$ cat src/rtl/spi_receiver.sv
// SPI slave receiver: synchronizes CS/SCLK/DATA into clk, assembles MSB-first words, buffers them.
// Optional macro SPI_RX_FIFO_EN selects a 4-entry FIFO instead of a single holding register.
module spi_receiver #(
    parameter int unsigned DATA_W      = 24,
    parameter int unsigned SYNC_STAGES = 2
) (
    input  logic              clk,
    input  logic              reset,
    input  logic              spi_cs_l,
    input  logic              spi_sclk,
    input  logic              spi_data,
    output logic [DATA_W-1:0] rx_data,
    output logic              rx_valid,
    input  logic              rx_ready,
    output logic [5:0]        counter,
    output logic              frame_err,
    output logic              overrun
);

    localparam int unsigned CNT_W      = 6;
    localparam logic [CNT_W-1:0] FRAME_BITS = CNT_W'(DATA_W);

    typedef enum logic [1:0] {
        IDLE    = 2'd0,
        SHIFT   = 2'd1,
        WAIT_CS = 2'd2
    } state_t;

    state_t                  state;
    logic [SYNC_STAGES-1:0]  cs_sync;
    logic [SYNC_STAGES-1:0]  sclk_sync;
    logic [SYNC_STAGES-1:0]  data_sync;
    logic                    sclk_prev;
    logic                    cs_s;
    logic                    sclk_s;
    logic                    data_s;
    logic                    sclk_rise;
    logic [DATA_W-1:0]       shreg;
    logic [DATA_W-1:0]       shifted;
    logic [DATA_W-1:0]       first_word;
    logic [DATA_W-1:0]       push_word;
    logic [CNT_W-1:0]        cnt_inc;
    logic                    push;
    logic                    pop;

    assign cs_s      = cs_sync[SYNC_STAGES-1];
    assign sclk_s    = sclk_sync[SYNC_STAGES-1];
    assign data_s    = data_sync[SYNC_STAGES-1];
    assign sclk_rise = sclk_s & ~sclk_prev;
    assign pop       = rx_valid & rx_ready;

    // Input synchronizers; reset parks them at the bus idle levels.
    always_ff @(posedge clk) begin
        if (!reset) begin
            cs_sync   <= '1;
            sclk_sync <= '0;
            data_sync <= '0;
            sclk_prev <= 1'b0;
        end else begin
            cs_sync   <= {cs_sync[SYNC_STAGES-2:0], spi_cs_l};
            sclk_sync <= {sclk_sync[SYNC_STAGES-2:0], spi_sclk};
            data_sync <= {data_sync[SYNC_STAGES-2:0], spi_data};
            sclk_prev <= sclk_s;
        end
    end

    // Word completion: a frame edge in SHIFT, or the first edge of a new frame when DATA_W is 1.
    always_comb begin
        cnt_inc    = counter + CNT_W'(1);
        shifted    = DATA_W'({shreg, data_s});
        first_word = DATA_W'(data_s);
        push       = 1'b0;
        push_word  = shifted;
        case (state)
            SHIFT: begin
                push = ~cs_s & sclk_rise & (cnt_inc == FRAME_BITS);
            end
            WAIT_CS: begin
                push      = ~cs_s & sclk_rise & (FRAME_BITS == CNT_W'(1));
                push_word = first_word;
            end
            default: begin
                push = 1'b0;
            end
        endcase
    end

    always_ff @(posedge clk) begin
        if (!reset) begin
            state     <= IDLE;
            counter   <= '0;
            shreg     <= '0;
            frame_err <= 1'b0;
        end else begin
            frame_err <= 1'b0;
            case (state)
                IDLE: begin
                    if (!cs_s) begin
                        state   <= SHIFT;
                        counter <= '0;
                        shreg   <= '0;
                    end
                end
                SHIFT: begin
                    if (cs_s) begin
                        frame_err <= (counter != '0);
                        counter   <= '0;
                        state     <= IDLE;
                    end else if (sclk_rise) begin
                        if (push) begin
                            counter <= '0;
                            state   <= WAIT_CS;
                        end else begin
                            counter <= cnt_inc;
                            shreg   <= shifted;
                        end
                    end
                end
                WAIT_CS: begin
                    // An edge while CS stays low starts the next back-to-back frame.
                    if (cs_s) begin
                        state <= IDLE;
                    end else if (sclk_rise && !push) begin
                        state   <= SHIFT;
                        counter <= CNT_W'(1);
                        shreg   <= first_word;
                    end
                end
                default: begin
                    state   <= IDLE;
                    counter <= '0;
                end
            endcase
        end
    end

`ifdef SPI_RX_FIFO_EN
    localparam int unsigned DEPTH = 4;
    localparam int unsigned PTR_W = 2;
    localparam int unsigned CNT_F = 3;

    logic [DATA_W-1:0] mem [DEPTH];
    logic [PTR_W-1:0]  wr_ptr;
    logic [PTR_W-1:0]  rd_ptr;
    logic [CNT_F-1:0]  count;
    logic [PTR_W-1:0]  wr_n;
    logic [PTR_W-1:0]  rd_n;
    logic [CNT_F-1:0]  cnt_n;
    logic              full;
    logic              accept;
    logic [DATA_W-1:0] head_n;

    // Next head is the pushed word only when it lands in the slot that becomes oldest.
    always_comb begin
        full   = (count == CNT_F'(DEPTH));
        accept = push & (~full | pop);
        wr_n   = PTR_W'(wr_ptr + PTR_W'(accept));
        rd_n   = PTR_W'(rd_ptr + PTR_W'(pop));
        cnt_n  = CNT_F'(count + CNT_F'(accept) - CNT_F'(pop));
        head_n = (accept && (wr_ptr == rd_n)) ? push_word : mem[rd_n];
    end

    always_ff @(posedge clk) begin
        if (!reset) begin
            for (int i = 0; i < int'(DEPTH); i++) begin
                mem[i] <= '0;
            end
            wr_ptr   <= '0;
            rd_ptr   <= '0;
            count    <= '0;
            rx_data  <= '0;
            rx_valid <= 1'b0;
            overrun  <= 1'b0;
        end else begin
            if (accept) begin
                mem[wr_ptr] <= push_word;
            end
            wr_ptr   <= wr_n;
            rd_ptr   <= rd_n;
            count    <= cnt_n;
            rx_data  <= head_n;
            rx_valid <= (cnt_n != '0);
            overrun  <= push & ~accept;
        end
    end
`else
    // Single holding register; a pop in the same cycle frees it for the incoming word.
    always_ff @(posedge clk) begin
        if (!reset) begin
            rx_data  <= '0;
            rx_valid <= 1'b0;
            overrun  <= 1'b0;
        end else begin
            overrun <= 1'b0;
            if (push) begin
                if (!rx_valid || pop) begin
                    rx_data  <= push_word;
                    rx_valid <= 1'b1;
                end else begin
                    overrun <= 1'b1;
                end
            end else if (pop) begin
                rx_valid <= 1'b0;
            end
        end
    end
`endif

endmodule

$ cat config.mk
export PLATFORM = sky130hd
export DESIGN_NAME = spi_receiver
export DESIGN_NICKNAME = d
export VERILOG_FILES = /design/src/rtl/spi_receiver.sv
export SDC_FILE = /design/constraint.sdc
export NUM_CORES = 1
export LEC_CHECK = 0
export CELL_PAD_IN_SITES_DETAIL_PLACEMENT = 2
export CELL_PAD_IN_SITES_GLOBAL_PLACEMENT = 2
export CORE_MARGIN = 8
export CORE_UTILIZATION = 32
export CTS_CLUSTER_DIAMETER = 100
export CTS_CLUSTER_SIZE = 30
export DETAILED_ROUTE_END_ITERATION = 10
export PLACE_DENSITY_LB_ADDON = 0.1
export SETUP_SLACK_MARGIN = 0.4
export SLEW_MARGIN = 20
export SYNTH_ARGS = -nofsm -noshare
export SYNTH_HDL_FRONTEND = slang
export SYNTH_SLANG_ARGS = --single-unit
$ cat constraint.sdc
create_clock -name clk -period 2.3 [get_ports clk]
set_input_delay 0.23 -clock clk [delete_from_list [all_inputs] [get_ports clk]]
set_output_delay 0.23 -clock clk [all_outputs]
set_load 0.01 [all_outputs]
==> metrics.csv <==
metric,value,unit
drv_slew,0,
tightest_slew,417,ps
total_power,3.18,mW
clock_path_buffers,2,
synth_seq_area_share,0.481,
finalWeightedCongestion,0.762,
n_antenna_cell,0,
final_common_cell,sky130_fd_sc_hd__dfxtp_1,
final.fill_count,895,
crit_type,register to register,
avg_synthesized_cell_area,8.55,um2
cts-htree-levels,3,
finish.instance_area,3780,um2
max_clock_freq,0.522,GHz
timing.clock.skew,7.47,ps
critPathTopFamily,simple AND/OR/NAND/NOR gates,
clock_latency_of_the_later_clocked_register_in_the_worst_skew_pair,340,ps
holdBufCountCts,0,
global_route.usage.total,0.144,
buffer_ports.inserted,38,
routed_via_density,5.38,
globalRoute.totalOverflow,0,
design.final.nets,376,
timing.slew.headroom,0.722,
die_ar,11600,um2
worst_hold_slack,420,ps
setup_viol,0,
slowest_stage,sky130_fd_sc_hd__nor4_4,
crit_path_max_incr_delay,400,ps
maxCapViolCount,0,
fp.dieW,108,um
placed_cell_area,3210,um2
synthCells,316,
crit_arrival,2190,ps
synth.area.top_cells,"sky130_fd_sc_hd__dfxtp_1 (48%), sky130_fd_sc_hd__a21oi_1 (9.4%), sky130_fd_sc_hd__nand3_1 (9.3%)",
cells_after_dpl,447,
worstPathMaxFanout,6,
first_global_vias,2633,
ys_seq_elements,65,
placementRows,33,
first_pass_iters,4,
route.antenna.remaining_nets,0,
leakage,1.24,nW
synth_top_area_share,0.481,
detailedRoute.firstIterationViolations,78,
mappedNetlistArea,2700,um2
clock_tree_from_tritoncts,done,
die-height,108,um
fin_crit,1920,ps
crit_path_buf_inv_count,2,
grt_first_pass_wirelength,13300,um
detailedPlacementHpwl,5490,um
cellPowerDensity,843,nW/um2
core-area,8220,um2
path_cells,"inv_4, ha_4, nand2b_4, nor4_4, and3_4, clkbuf_16, o21ai_0, a21oi_1",
wl,9210,um
post-route-period-util,0.834,
ctsRootBufferMaster,sky130_fd_sc_hd__clkbuf_8,
syn-num-nets,330,
antenna_found_initial,0,
synth_largest_area_cell,sky130_fd_sc_hd__dfxtp_1,
num_io_pins,39,
setup_total_negative_slack,0,ps
min_delay_path_class,register to register,
critical_path.endpoint_type,register,
drc_errors,0,
vias,2541,
post_layout_nonfiller_instances,472,
cts_made_buffers,9,
hold_violations,0,
flow.area_growth_from_synthesis,39.8,%
timing.critical_path.required,2570,ps
status,"complete, no violations",
grt_start_max_net_pins,36,
cts.sink_count,65,
final_layout_size_suffix_gt1_frac,0.221,
critPathLaunchType,register,
clk_pin_slew_worst_paths,70,ps
grt_setup_unrepaired,true,
floorplan.initialDensity,0.329,
peakVddDrop,0.341,mV
detail_route.wl_per_cell,19.5,um
yosysUniqueCellTypes,40,
layout_common_cells,"sky130_fd_sc_hd__dfxtp_1 (59), sky130_fd_sc_hd__nand3_1 (49), sky130_fd_sc_hd__a21oi_1 (41), sky130_fd_sc_hd__clkdlybuf4s50_1 (38), sky130_fd_sc_hd__nand2_1 (31)",
yosys_warnings,0,
==> per-layer routing <==
layer  track usage  wire length [um]  vias to the layer above
met1         0.176              3980                     1281
li1              -                 -                     1202
met4        0.0446               136                        0
met2         0.243              4770                       43
met3        0.0335               318                       15
met5             0                 0                        -
==> timing repair <==
| action | 4_1_cts | 5_1_grt |
|---|---|---|
| resized for setup | 20 | 46 |
| endpoints found under the setup margin | 55 | 55 |
| buffers inserted | 1 | 5 |
| cloned | 0 | 3 |
| pin swaps | 3 | 23 |
==> synth_stat cells, drive strengths merged <==
library cell,n
inv,6
nand3b,2
a31oi,2
and4,2
xnor2,2
clkinv,1
ha,8
nor2b,1
mux2i,1
clkbuf,13
nor2,7
nand2b,5
o31ai,1
a21o,1
nor3,3
and3,1
dfxtp,65
a21oi,51
o311ai,1
and2,5
xor2,1
nand2,31
or3,1
nor4,3
or2,1
nor3b,1
nand4b,1
nand4,1
o211a,1
nand3,50
a211oi,1
a32o,4
o21ai,29
buf,12
o32ai,1
==> where the power goes <==
group / total (mW) / switching, mW / internal, mW
combinational: 0.932 / 0.635 / 0.296
clock: 1.06 / 0.454 / 0.609
sequential: 1.19 / 0.0313 / 1.16
total: 3.18 / 1.12 / 2.06
==> final timing paths <==
path | start | to | slack, ps | depth (start not counted)
worst max-delay path | state[1]$_SDFFE_PN0P_ | shreg[4]$_SDFFE_PN0P_ | 380 | 8
worst min-delay path | cs_sync[0]$_SDFF_PN1_ | cs_sync[1]$_SDFF_PN1_ | 420 | 1
worst max register to register | state[1]$_SDFFE_PN0P_ | shreg[4]$_SDFFE_PN0P_ | 380 | 8
worst min register to register | cs_sync[0]$_SDFF_PN1_ | cs_sync[1]$_SDFF_PN1_ | 420 | 1
==> flip-flops by register name (all words and copies together) (netlist names) <==
register / flops
sclk_prev: 1
rx_valid: 1
data_sync: 2
frame_err: 1
sclk_sync: 2
overrun: 1
state: 2
shreg: 23
rx_data: 24
cs_sync: 2
counter: 6
==> worst reg2reg max path, delay by kind of cell, from the launching register on <==
family,cells,cell delay (ps)
AOI/OAI and AO/OA,2,280
and+or+nand+nor,3,830
DFF,1,350
adders and majority gates,1,150
buffers and inverters,2,230
==> per-stage QoR <==
stage | utilization | worst slack [ps]
floorplan | - | 413
global placement | 0.390 | 260
detailed placement | 0.390 | 133
CTS | 0.427 | 385
global route | 0.460 | 272
finish | 0.460 | 383
==> logic make-up (layout without fill, tap and decap cells) <==
kind of cell,count (synthesis),count (layout),share of synthesized area
simple gates,115,115,0.216
compound gates,92,92,0.189
flops,65,65,0.481
buf+inv,32,83,0.0574
fa+ha+maj,8,8,0.0370
xor+xnor,3,3,0.0153
mux,1,1,0.00370
==> cell type report <==
cell class,count,area [um2],area share
inverters,7,28.8,0.00762
well taps,105,131,0.0348
clock inverters,5,80.1,0.0212
clock buffers,11,131,0.0348
multi-input cells,219,1450,0.384
repair buffers,60,638,0.169
flip-flops and latches,65,1320,0.349
(Power assumes the default switching activity.)
